==> src/rtl/if_fetch_unit.sv <==
// Instruction fetch stage: owns the PC, fetches words over a req/ack handshake and feeds IF/ID.
// Optional fetch watchdog is compiled in by defining IF_FETCH_TIMEOUT_EN.
module if_fetch_unit #(
  parameter logic [31:0] RESET_PC       = 32'h0000_0000,
  parameter int unsigned TIMEOUT_CYCLES = 16
) (
  input  logic        clk,
  input  logic        reset,
  input  logic        stall,
  input  logic        branch_taken,
  input  logic [31:0] branch_target,
  input  logic        jump,
  input  logic [31:0] jump_target,
  output logic        imem_req,
  output logic [31:0] imem_addr,
  input  logic [31:0] imem_rdata,
  input  logic        imem_ack,
  output logic [31:0] instruccion_out,
  output logic [31:0] pc4_out,
  output logic        valid_out,
  output logic        flush_out,
  output logic        fetch_err
);

  localparam int unsigned XLEN = 32;

  typedef enum logic [1:0] {IDLE, REQ, HOLD} state_t;

  state_t          state_q, state_d;
  logic [XLEN-1:0] pc_q, pc_d;
  logic [XLEN-1:0] addr_d, instr_d, pc4_d;
  logic            kill_q, kill_d;
  logic            req_d, valid_d, flush_d, err_d;
  logic            redirect, ack_ok, timeout;
  logic [XLEN-1:0] target, pc_plus4;

  // Branch from EX is older than a jump from ID, so it wins.
  assign redirect = branch_taken | jump;
  assign target   = (branch_taken ? branch_target : jump_target) & ~XLEN'(3);
  assign ack_ok   = imem_ack & imem_req;
  assign pc_plus4 = pc_q + XLEN'(4);

`ifdef IF_FETCH_TIMEOUT_EN
  localparam int unsigned CW = $clog2(TIMEOUT_CYCLES + 1);

  logic [CW-1:0] wait_q;

  // Cycles the current request has been outstanding; saturates one below the limit.
  always_ff @(posedge clk) begin
    if (reset || !imem_req || ack_ok) begin
      wait_q <= '0;
    end else if (wait_q != CW'(TIMEOUT_CYCLES - 1)) begin
      wait_q <= wait_q + CW'(1);
    end
  end

  assign timeout = imem_req & ~imem_ack & (wait_q == CW'(TIMEOUT_CYCLES - 1));
`else
  assign timeout = (TIMEOUT_CYCLES == 0) & 1'b0;
`endif

  // State register and all registered outputs.
  always_ff @(posedge clk) begin
    if (reset) begin
      state_q         <= IDLE;
      pc_q            <= RESET_PC;
      kill_q          <= 1'b0;
      imem_req        <= 1'b0;
      imem_addr       <= '0;
      instruccion_out <= '0;
      pc4_out         <= '0;
      valid_out       <= 1'b0;
      flush_out       <= 1'b0;
      fetch_err       <= 1'b0;
    end else begin
      state_q         <= state_d;
      pc_q            <= pc_d;
      kill_q          <= kill_d;
      imem_req        <= req_d;
      imem_addr       <= addr_d;
      instruccion_out <= instr_d;
      pc4_out         <= pc4_d;
      valid_out       <= valid_d;
      flush_out       <= flush_d;
      fetch_err       <= err_d;
    end
  end

  // Next-state and next-output logic.
  always_comb begin
    state_d = state_q;
    pc_d    = pc_q;
    kill_d  = kill_q;
    req_d   = imem_req;
    addr_d  = imem_addr;
    instr_d = instruccion_out;
    pc4_d   = pc4_out;
    valid_d = valid_out;
    flush_d = redirect;
    err_d   = fetch_err;

    unique case (state_q)
      IDLE: begin
        if (redirect) begin
          pc_d = target;
        end
        req_d   = 1'b1;
        addr_d  = redirect ? target : pc_q;
        state_d = REQ;
      end

      REQ: begin
        if (ack_ok) begin
          kill_d = 1'b0;
          if (redirect) begin
            pc_d   = target;
            addr_d = target;
          end else if (kill_q) begin
            // Stale data for a redirected fetch: drop it and fetch the new PC.
            addr_d = pc_q;
          end else begin
            instr_d = imem_rdata;
            pc4_d   = pc_plus4;
            valid_d = 1'b1;
            req_d   = 1'b0;
            state_d = HOLD;
          end
        end else if (redirect) begin
          pc_d   = target;
          kill_d = 1'b1;
        end else if (timeout) begin
          err_d   = 1'b1;
          kill_d  = 1'b0;
          instr_d = '0;
          pc4_d   = pc_plus4;
          valid_d = 1'b1;
          req_d   = 1'b0;
          state_d = HOLD;
        end
      end

      HOLD: begin
        if (redirect || !stall) begin
          pc_d    = redirect ? target : pc_plus4;
          addr_d  = redirect ? target : pc_plus4;
          valid_d = 1'b0;
          req_d   = 1'b1;
          state_d = REQ;
        end
      end

      default: begin
        state_d = IDLE;
      end
    endcase
  end

endmodule

==> config.mk <==
export PLATFORM = sky130hd
export DESIGN_NAME = if_fetch_unit
export DESIGN_NICKNAME = d
export VERILOG_FILES = /design/src/rtl/if_fetch_unit.sv
export SDC_FILE = /design/constraint.sdc
export NUM_CORES = 1
export LEC_CHECK = 0
export ABC_AREA = 1
export BUFFER_PORTS_ARGS = -buffer_cell sky130_fd_sc_hd__buf_4
export CAP_MARGIN = 20
export CORE_MARGIN = 1.5
export CORE_UTILIZATION = 50
export CTS_BUF_LIST = sky130_fd_sc_hd__clkbuf_2 sky130_fd_sc_hd__clkbuf_4 sky130_fd_sc_hd__clkbuf_8
export DETAILED_ROUTE_END_ITERATION = 8
export GPL_TIMING_DRIVEN = 1
export PLACE_DENSITY = 0.8
export SYNTH_ARGS = -nofsm -noshare
export SYNTH_HDL_FRONTEND = slang
export SYNTH_SLANG_ARGS = --single-unit
==> constraint.sdc <==
create_clock -name clk -period 1.8 [get_ports clk]
set_input_delay 0.36 -clock clk [delete_from_list [all_inputs] [get_ports clk]]
set_output_delay 0.36 -clock clk [all_outputs]
set_load 0.02 [all_outputs]
# [After elaboration in Yosys (flattened, before gate mapping)]
# Cells that the tools add are included.
[op_classes] eq_ne=7 reduce_logical=15 n_bitwise=4 muxes=26 n_addsub=1
[op_table] operator="two-way mux 32 bit" n=7
[op_table] operator="one-hot mux 32 bit (3 select lines)" n=1
[op_table] operator="one-hot mux 32 bit (2 select lines)" n=1
[op_table] operator="adder 32 x 3 -> 32 bit (second input constant)" n=1
[op_table] operator="AND reduction 4 bit" n=3
[op_table] operator="two-way mux 1 bit" n=10
[op_table] operator="AND reduction 5 bit" n=2
[op_table] operator="two-way mux 2 bit" n=4
[op_table] operator="inequality test 2 bit (second input constant)" n=4
[op_table] operator="one-hot mux 2 bit (3 select lines)" n=1
[op_table] operator="nonzero test 2 bit" n=3
[op_table] operator="AND reduction 2 bit" n=2
[op_table] operator="inequality test 3 bit (second input constant)" n=1
[op_table] operator="one-hot mux 1 bit (3 select lines)" n=1
[op_table] operator="nonzero test 3 bit" n=1
[op_table] operator="== test 2 x 1 -> 1 bit (second input constant)" n=1
[op_table] operator="== test 2 bit (second input constant)" n=1
[op_table] operator="zero test 2 bit" n=1
[op_table] operator="inverter 1 bit" n=2
[op_table] operator="one-hot mux 1 bit (2 select lines)" n=1
[op_table] operator="OR reduction 2 bit" n=1
[op_table] operator="bitwise AND 1 bit" n=1
[op_table] operator="zero test 1 bit" n=1
[op_table] operator="logical OR 1 bit" n=1
[op_table] operator="bitwise OR 1 bit" n=1
[word_totals] elab_cells=62 in_bits=102 regBits=134

# [Longest topological paths before layout]
# Gate-level depths: netlist of the first run.
[depth] ltp_word=4 mapped_depth=12 mapped_depth_nobuf=12

# [Least setup slack after synthesis of the first run]
# No wires, ideal clock.
[synth_path] path_type="register to register" start="register pc_q[2]" end="register pc_q[22]" path_stages_with_launch=13 slack_ps=196 required_time_ps=1691 arrival_time_ps=1495 synth_period_minus_slack_ps=1604 path_cell_list="dfxtp_1 > ha_1 > inv_1 > nor2_1 > nand2_1 > nor2_1 > nand2_1 > nand2_1 > nand2_1 > nand2_1 > nand3_1 > nand2_1 > inv_1"
[synth_via] elab_chain_len=4
[synth_lines] item="start, declared" line="30" text="logic [XLEN-1:0] pc_q, pc_d;"
[synth_lines] item="start signal, assigned" line="77" text="pc_q <= pc_d;"
[synth_lines] item="adder 32 x 3 -> 32 bit" line="41" text="assign pc_plus4 = pc_q + XLEN'(4);"
[synth_lines] item="two-way mux 32 bit" line="144" text="pc_d = redirect ? target : pc_plus4;"
[synth_lines] item="two-way mux 32 bit" line="143" text="if (redirect || !stall) begin"
[synth_lines] item="one-hot mux 32 bit (2 select lines)" line="102" text="unique case (state_q)"
# No other way between the ends. The select of a mux whose other input is x is not followed.
# A chain may end at the register's enable or synchronous reset.

# [Final worst setup path of the first run]
[layout_path] start="register pc_q[2]" end="register imem_addr[9]"
[layout_via] elab_chain_len=4
[layout_lines] item="adder 32 x 3 -> 32 bit" line="41"
[layout_lines] item="two-way mux 32 bit" line="145" text="addr_d = redirect ? target : pc_plus4;"
[layout_lines] item="two-way mux 32 bit" line="143"
[layout_lines] item="one-hot mux 32 bit (3 select lines)" line="102"
[layout_lines] item="end signal, assigned" line="80" text="imem_addr <= addr_d;"
[layout_lines] item="end, declared" line="15" text="output logic [31:0] imem_addr,"
# No other way between the ends. The select of a mux whose other input is x is not followed.

==> metrics.md, run 1 <==
| Metric | Value |
|---|---|
| Worst skew pair latency | 0.45 ns |
| Clk root buf | clkbuf_8 |
| GRT overflow | 0 |
| Layout area overhead | 37.1% |
| Vias in the first global route | 6847 |
| Fill cell total of the finished layout | 1171 |
| Final hold violation count | 0 |
| Post-DRT Antenna Nets | 0 |
| Syn Inst Count | 1043 |
| Post-synth top area share | 40.1% |
| Clock Path Buffers | 2 |
| Post-CTS Hold Buffers | 0 |
| Num CTS Buffers | 17 |
| Initial antenna violation count | 0 |
| Largest cells by area after synthesis | dfxtp_1, nand2_1, nor2_1 |
| Worst Hold Margin | 0.156 ns |
| Register Area | 0.00270 sq mm |
| Vias per cell | 5.21 |
| Worst Skew | 0.0105 ns |
| Worst IR Drop VDD | 0.635 mV |
| Final std cells w/o fill | 1456 |
| Max-cap viol count | 0 |
| Largest net degree at the start of global routing | 68 |
| Cell area after synthesis | 0.00669 sq mm |
| Die ar. | 0.0141 sq mm |
| Most frequent cells in the layout | buf_4, nand2_1, nor2_1 |
| Period utilisation layout | 96.0% |
| DRT Wirelength | 21500 um |
| # rows | 42 |
| Clock sink count | 134 |
| RSZ-0062 raised after global routing | yes |
| Die height | 119 um |
| Critical path type | reg -> reg |
| DP HPWL | 15700 um |
| Mean Syn Cell Area | 6.42 sq um |
| YS warnings | 0 |
| Starting DRT DRC Count | 675 |
| Dpl cells | 1422 |
| First-pass GRT wire length | 33800 um |
| # port buffers | 196 |
| H-tree Lvls | 4 |
| Core Util, Final | 69.9% |
| Worst Path Max Fanout | 3 |
| DRC | 0 |
| Post-Syn Nets | 1146 |
| Overall Global Routing Usage | 30.2% |
| Cell area after layout | 0.00918 sq mm |
| Final max-slew violation count | 0 |
| Outcome | finished, final reports clean |
| Cell taking the most area after synthesis | dfxtp_1 |
| Seq cells post-synth | 134 |
| Multi-input logic area | 0.00333 sq mm |
| Power Dens Cells | 790 mW/mm^2 |
| Initial Util | 51.0% |
| Wirelength per Cell | 14.8 um |
| Setup violators final | 0 |
| Dpl cell area | 0.00863 sq mm |
| Leakage power | 0.00457 uW |
| TNS Setup | 0 ns |
| Arr. time, crit path | 2.08 ns |
| CP endpoint kind | flop |
| Core area | 0.0131 sq mm |
| Vias | 7579 |
| Worst hold path class | in -> reg |
| Worst Setup Start Kind | flop |
| Die X | 119 um |
| Worst path required time | 2.15 ns |
| CTS tree | done |
| Register area share after synthesis | 40.1% |
| Inserted Diodes | 0 |
| Synth unique cells | 35 |
| Ratio of cells with drive above 1 in the final layout | 26.0% |
| Commonest non-fill, non-tap cell in the layout | buf_4 |
| # IOs | 202 |
| Max Freq | 0.579 GHz |
| Clk pin slew, worst setup/hold paths | 0.08 ns |
| Nets | 1370 |
| DR pass1 iterations | 6 |
| RePlAce Congestion | 1.00 |
| Fin crit period | 1.73 ns |
through the flow:
step | worst slack, ns | power, uW
after CTS | 0.0106 | 7250
after detailed placement | -0.0121 | 4700
after floorplan | 0.196 | 4090
after global placement | 0.0463 | 4680
final | 0.0714 | 7250
after global routing | -0.0460 | 7580
worst max-delay path, stage by stage (launching register included):
cell and delay (ns):
dfxtp_2 0.37, buf_4 0.12, inv_1 0.05, nor2_1 0.16, nand2_1 0.14, buf_4 0.17
xor2_1 0.28, o21bai_1 0.14, o21ai_0 0.16, inv_1 0.05
flip-flops by register name, indices dropped and copies added, names as in the netlist:
signal           flops
imem_addr           32
instruccion_out     32
pc4_out             32
pc_q                32
state_q              2
flush_out            1
imem_req             1
kill_q               1
valid_out            1
synthesized netlist by cell type (all sizes together):
cell type  number
a2111oi         1
a21oi          52
a31o            2
a31oi           7
and2            2
buf            26
clkbuf         29
clkinv          1
conb            1
dfxtp         134
ha              1
inv           125
nand2         222
nand3          69
nand3b          4
nand4           1
nor2          212
nor3            3
o211ai         11
o21ai         116
o21bai          9
o221ai          1
o22ai           5
xnor2           1
xor2            8
power breakdown:
| group | switching, uW | internal (uW) | total [uW] |
|---|---|---|---|
| clock | 1260 | 1320 | 2580 |
| sequential | 140 | 3140 | 3280 |
| combinational | 781 | 610 | 1390 |
| total | 2180 | 5070 | 7250 |
worst paths after layout:
path                       start                  end  slack (ns)  cells after the start
hold / removal    imem_rdata[22]  instruccion_out[22]        0.16                      3
setup / recovery         pc_q[2]         imem_addr[9]        0.07                      9
setup reg to reg         pc_q[2]         imem_addr[9]        0.07                      9
hold reg to reg          pc_q[0]              pc_q[0]        0.48                      2
cell families (layout without fill, tap and decap cells):
logic type	Yosys count	in the layout	share of synthesized area, %
AND/OR/NAND/NOR	513	513	30.8
AO/OA/AOI/OAI	204	204	16.4
buffers and inverters	181	418	11.2
flip-flops	134	134	40.1
XOR/XNOR	9	9	1.18
adder cells (fa/ha/maj)	1	1	0.187
other	1	1	0.0560
layer usage:
metal,track usage (%),up-vias,wire [um]
met4,11.1,0,609
li1,-,3754,-
met2,48.9,355,9690
met1,40.0,3423,9570
met3,6.08,47,1670
met5,0,-,0
repair_timing:
action | in CTS | in global routing
pin swaps | 0 | 2
setup buffers | 0 | 0
setup endpoints to repair | 11 | 69
cloned | 0 | 2
gates resized for setup | 1 | 34
layout make-up:
type                       count  area share, %
clock buffer                  19           2.85
clock inverter                13           1.60
inverter                     126           5.18
multi-input combinational    728           36.3
sequential                   134           29.4
tap                          176           2.40
timing repair buffer         260           22.3
No activity file was read; power rests on OpenSTA's default activity.
==> inputs of run 2 (changes only) <==
--- a/config.mk
+++ b/config.mk
@@ -14,6 +14,7 @@
 export DETAILED_ROUTE_END_ITERATION = 8
 export GPL_TIMING_DRIVEN = 1
 export PLACE_DENSITY = 0.8
+export RECOVER_POWER = 100
 export SYNTH_ARGS = -nofsm -noshare
 export SYNTH_HDL_FRONTEND = slang
 export SYNTH_SLANG_ARGS = --single-unit
==> metrics.md, run 2 (synthesis results as in run 1) <==
| Metric | Value |
|---|---|
| Outcome | finished, final reports clean |
| CP endpoint kind | flop |
| DRT Wirelength | 21600 um |
| Seq pwr share | 45.9% |
| Clk pin slew, worst setup/hold paths | 0.08 ns |
| Grt met3 use | 6.08% |
| Clk root buf | clkbuf_8 |
| Fill cell total of the finished layout | 1275 |
| Core area | 0.0131 sq mm |
| Fin crit period | 1.72 ns |
| Register Area | 0.00270 sq mm |
| Multi-input logic area | 0.00332 sq mm |
| Max-cap viol count | 0 |
| Crit path cell chain | buf_4 > inv_1 > nor2_1 > nand2_1 > buf_4 > xor2_1 > o21bai_1 > o21ai_0 > inv_1 |
| Vias | 7536 |
| Starting DRT DRC Count | 740 |
| RSZ-0062 raised after global routing | yes |
| Logic gate share of total power | 18.1% |
| Wirelength per Cell | 14.8 um |
| GRT overflow | 0 |
| Overall Global Routing Usage | 30.2% |
| Layer carrying the most global-route usage | met2 |
| Portion of total power attributed to the clock network | 36.0% |
| Final std cells w/o fill | 1456 |
| Met1 GRT Util | 40.0% |
| DP HPWL | 15700 um |
| Initial antenna violation count | 0 |
| Num CTS Buffers | 17 |
| Commonest non-fill, non-tap cell in the layout | nand2_1 |
| Critical path type | reg -> reg |
| Psw | 2180 uW |
| Largest net degree at the start of global routing | 68 |
| Max Freq | 0.581 GHz |
| Worst hold path class | in -> reg |
| Period utilisation layout | 95.6% |
| Worst Path Max Fanout | 3 |
| TNS Setup | 0 ns |
| Slowest stage delay, CP | 0.37 ns |
| Die X | 119 um |
| Dpl cells | 1422 |
| Power Dens Cells | 814 mW/mm^2 |
| DRC | 0 |
| Vias in the first global route | 6847 |
| Die height | 119 um |
| Sw Ratio | 30.4% |
| Dpl cell area | 0.00863 sq mm |
| Number of setup buffers added after CTS | 0 |
| Worst skew pair latency | 0.45 ns |
| Inserted Diodes | 0 |
| Initial Util | 51.0% |
| Worst Skew | 0.0114 ns |
| Clock sink count | 134 |
| Layout area overhead | 31.1% |
| First-pass GRT wire length | 33800 um |
| Worst path required time | 2.15 ns |
| Worst Setup Start Kind | flop |
| Met2 usage | 48.9% |
| Final hold violation count | 0 |
| Nets | 1370 |
| Overall power | 7150 uW |
| Final max-slew violation count | 0 |
| Critical path's slowest cell | dfxtp_2 |
| Ratio of cells with drive above 1 in the final layout | 17.9% |
| Post-CTS Hold Buffers | 0 |
| Clock Path Buffers | 2 |
| Most frequent cells in the layout | nand2_1, nor2_1, buf_4 |
| Cell area after layout | 0.00878 sq mm |
| RePlAce Congestion | 1.00 |
| Post-DRT Antenna Nets | 0 |
| H-tree Lvls | 4 |
| # rows | 42 |
| Setup violators final | 0 |
| Arr. time, crit path | 2.07 ns |
| P_int | 4970 uW |
| Leakage power | 0.00414 uW |
| Vias per cell | 5.18 |
| Die ar. | 0.0141 sq mm |
| DR pass1 iterations | 6 |
| Worst IR Drop VDD | 0.625 mV |
| CTS tree | done |
| # IOs | 202 |
| # port buffers | 196 |
run 2: changes by cell type in the layout (fill, tap and decap cells not counted):
cell,before,now
buf_4,253,152
buf_6,0,1
clkbuf_1,0,101
clkbuf_16,2,1
nand2_1,218,219
nand2_2,3,2
nor2_1,197,199
nor2_2,10,8
run 2: timing repair:
item / CTS / global route
cloned: 0 / 2
pin swaps: 0 / 2
resized for setup: 1 / 34
setup endpoints to repair: 11 / 69
run 2: layout make-up:
cell class,count,area share (%)
repair buffers,260,18.9
inverters,126,5.42
clock buffers,19,2.98
clock inverters,13,1.67
multi-input cells,728,37.8
flip-flops and latches,134,30.7
well taps,176,2.51
run 2: through the flow:
stage               hold slack, ns  worst slack (ns)  utilization (%)
floorplan                    0.439             0.196                -
global placement             0.460            0.0463             65.7
detailed placement           0.461           -0.0121             65.7
CTS                          0.131            0.0106             68.8
global route                 0.142           -0.0460             66.8
finish                       0.157            0.0787             66.8
run 2: path summary, 6_finish.rpt:
check	from	end	slack, ns	cells after the start
worst max-delay path	pc_q[2]	imem_addr[9]	0.08	9
worst min-delay path	imem_rdata[22]	instruccion_out[22]	0.16	3
worst max register to register	pc_q[2]	imem_addr[9]	0.08	9
worst min register to register	pc_q[0]	pc_q[0]	0.47	2
run 2: power groups by stage:
stage	Combinational [uW]	Sequential [uW]	Clock (uW)
detailed placement	1360	3340	0
global placement	1340	3340	0
global route	1440	3300	2750
CTS	1370	3270	2600
finish	1290	3280	2580
floorplan	633	3450	0
run 2: critical path: cells and delay by family (launching register included):
kind	cells	cell delay (ns)
AO/OA/AOI/OAI	2	0.30
XOR/XNOR	1	0.28
buffers and inverters	4	0.38
flip-flops	1	0.37
AND/OR/NAND/NOR	2	0.30
run 2: metal layers:
metal / vias to the layer above / share of wire [%]
met5: - / 0
met2: 343 / 45
met3: 38 / 8.1
li1: 3759 / -
met4: 0 / 2.6
met1: 3396 / 45
==> inputs of run 3 (changes only) <==
--- a/config.mk
+++ b/config.mk
@@ -9,10 +9,10 @@
 export BUFFER_PORTS_ARGS = -buffer_cell sky130_fd_sc_hd__buf_4
 export CAP_MARGIN = 20
 export CORE_MARGIN = 1.5
-export CORE_UTILIZATION = 50
+export CORE_UTILIZATION = 48
 export CTS_BUF_LIST = sky130_fd_sc_hd__clkbuf_2 sky130_fd_sc_hd__clkbuf_4 sky130_fd_sc_hd__clkbuf_8
 export DETAILED_ROUTE_END_ITERATION = 8
-export GPL_TIMING_DRIVEN = 1
+export GPL_TIMING_DRIVEN = 0
 export PLACE_DENSITY = 0.8
 export RECOVER_POWER = 100
 export SYNTH_ARGS = -nofsm -noshare
==> constraint.sdc (replaced) <==
create_clock -name clk -period 1.45 [get_ports clk]
set_input_delay 0.29 -clock clk [delete_from_list [all_inputs] [get_ports clk]]
set_output_delay 0.29 -clock clk [all_outputs]
set_load 0.02 [all_outputs]
==> metrics.md, run 3 (synthesis results as in run 1) <==
| Metric | Value |
|---|---|
| Most frequent CP cell | nand2_1 |
| Critical path type | reg -> reg |
| Vias | 8610 |
| Die height | 121 um |
| Slowest stage delay, CP | 0.40 ns |
| Worst reg-to-reg path cell count | 9 |
| First-pass GRT wire length | 39200 um |
| Worst reg2reg startpoint | pc_q[3] |
| Fill cell total of the finished layout | 847 |
| Arr. time, crit path | 2.10 ns |
| Failing checks | negative setup slack |
| Worst Setup Start Kind | flop |
| # rows | 42 |
| Reg2Reg Setup Slack | -0.26 ns |
| Core area | 0.0134 sq mm |
| DR pass1 iterations | 5 |
| Ratio of cells with drive above 1 in the final layout | 44.9% |
| Setup violators final | 122 |
| Initial antenna violation count | 0 |
| Largest net degree at the start of global routing | 17 |
| Inserted Diodes | 0 |
| GRT overflow | 0 |
| Worst R2R End | pc_q[16] |
| Clock sink count | 134 |
| Worst skew pair latency | 0.46 ns |
| CTS tree | done |
| Starting DRT DRC Count | 900 |
| Die X | 121 um |
| Overall Global Routing Usage | 35.2% |
| Layout area overhead | 66.2% |
| HP Start | imem_rdata[1] |
| Wirelength per Cell | 19.7 um |
| RSZ-0062 raised after global routing | yes |
| H-tree Lvls | 4 |
| DRT Wirelength | 29800 um |
| Vias per cell | 5.71 |
| Least-Margin Pin Slew | 0.823 ns |
| Max-cap viol count | 0 |
| DP HPWL | 17900 um |
| Post-DRT Antenna Nets | 0 |
| Crit path cell chain | ha_4 > nand3_2 > nor2_4 > nand3_1 > nand2_1 > nand3_1 > nand2_1 > nand2_1 > a21oi_1 |
| Core Util, Final | 83.0% |
| Most frequent cells in the layout | buf_4, nor2_1, nand2_1 |
| Vias in the first global route | 7419 |
| Final max-slew violation count | 0 |
| Max Freq | 0.586 GHz |
| Final hold violation count | 0 |
| Worst Skew | 0.0124 ns |
| Worst Path Max Fanout | 4 |
| # port buffers | 195 |
| Fin crit period | 1.71 ns |
| Worst IR Drop VDD | 0.873 mV |
| Outcome | finished with violations |
| # IOs | 202 |
| Leakage power | 0.00529 uW |
| CP endpoint kind | flop |
| Fin worst setup slack | -0.255 ns |
| Hold worst-path end | instruccion_out[1] |
| Worst path required time | 1.84 ns |
| Worst hold path class | in -> reg |
| Period utilisation layout | 118% |
| Clk root buf | clkbuf_8 |
| Power Dens Cells | 913 mW/mm^2 |
| Slew HR | 45.1% |
| DRC | 0 |
| Critical path's slowest cell | dfxtp_4 |
| Clk pin slew, worst setup/hold paths | 0.09 ns |
| RePlAce Congestion | 0.960 |
| TNS Setup | -12.18 ns |
| Initial Util | 50.0% |
| Worst hold path cell count | 3 |
| Num CTS Buffers | 17 |
| Die ar. | 0.0147 sq mm |
| Commonest non-fill, non-tap cell in the layout | buf_4 |
| Clock Path Buffers | 2 |
| Nets | 1421 |
run 3: changes by cell type in the layout (fill, tap and decap cells not counted), sizes merged:
cell	delta
clkbuf	-73
bufinv	+2
buf	+125
clkinvlp	-2
inv	-5
clkinv	+4
run 3: cell type report:
class / instances / area (sq um) / share of cell area (%)
inverters: 126 / 503 / 4.52
plain buffers: 54 / 520 / 4.68
clock inverters: 11 / 171 / 1.54
flip-flops and latches: 134 / 2770 / 24.9
multi-input cells: 728 / 4440 / 39.9
repair inverters: 1 / 16.3 / 0.146
repair buffers: 256 / 2200 / 19.8
clock buffers: 21 / 283 / 2.54
well taps: 176 / 220 / 1.98
run 3: where the power goes:
group | internal, uW | switching [uW]
clock | 2040 | 1600
sequential | 3900 | 242
combinational | 1050 | 1340
total | 6980 | 3180
run 3: through the flow:
| step | instance area [sq um] | power [uW] | setup slack, ns | hold WS [ns] | std cells |
|---|---|---|---|---|---|
| 4_1_cts | 9880 | 9590 | -0.103 | 0.0589 | 1477 |
| 2_1_floorplan | 6720 | 5080 | -0.0287 | 0.451 | 1043 |
| 3_3_place_gp | 8400 | 5800 | -0.698 | 0.461 | 1414 |
| 5_1_grt | 11100 | 10400 | -0.276 | 0.0581 | 1507 |
| 6_report | 11100 | 10200 | -0.255 | 0.0602 | 1507 |
| 3_5_place_dp | 8400 | 5820 | -0.710 | 0.465 | 1414 |
run 3: how the worst max path moves through the flow:
stage / from / endpoint / slack (ns) / cells past startpoint
final: pc_q[3] / pc_q[16] / -0.26 / 9
after global routing: pc_q[3] / imem_addr[16] / -0.28 / 9
after CTS: pc_q[2] / imem_addr[22] / -0.10 / 12
after detailed placement: branch_taken / pc_q[6] / -0.71 / 10
after global placement: branch_taken / pc_q[6] / -0.70 / 10
after floorplan: state_q[1] / imem_addr[4] / -0.03 / 11
run 3: worst max-delay path, delay by kind of cell, from the launching register on:
kind,cells,cell delay [ns]
AND/OR/NAND/NOR,7,0.91
AO/OA/AOI/OAI,1,0.14
adder cells (fa/ha/maj),1,0.17
flip-flops,1,0.40
run 3: what timing repair did:
action / CTS / global route
buffers inserted: 28 / 23
cloned: 3 / 8
setup endpoints to repair: 129 / 127
pin swaps: 37 / 77
hold buffers: 0 / 0
resized for setup: 259 / 259
run 3: per-layer routing:
layer	GRT usage (%)	part of all wire, %	up-vias	wire (um)
met4	18.5	5.6	0	1660
met5	0	0	-	0
met1	42.8	37	4014	11000
met2	57.3	47	598	14000
met3	8.98	10	139	3060
li1	-	-	3859	-
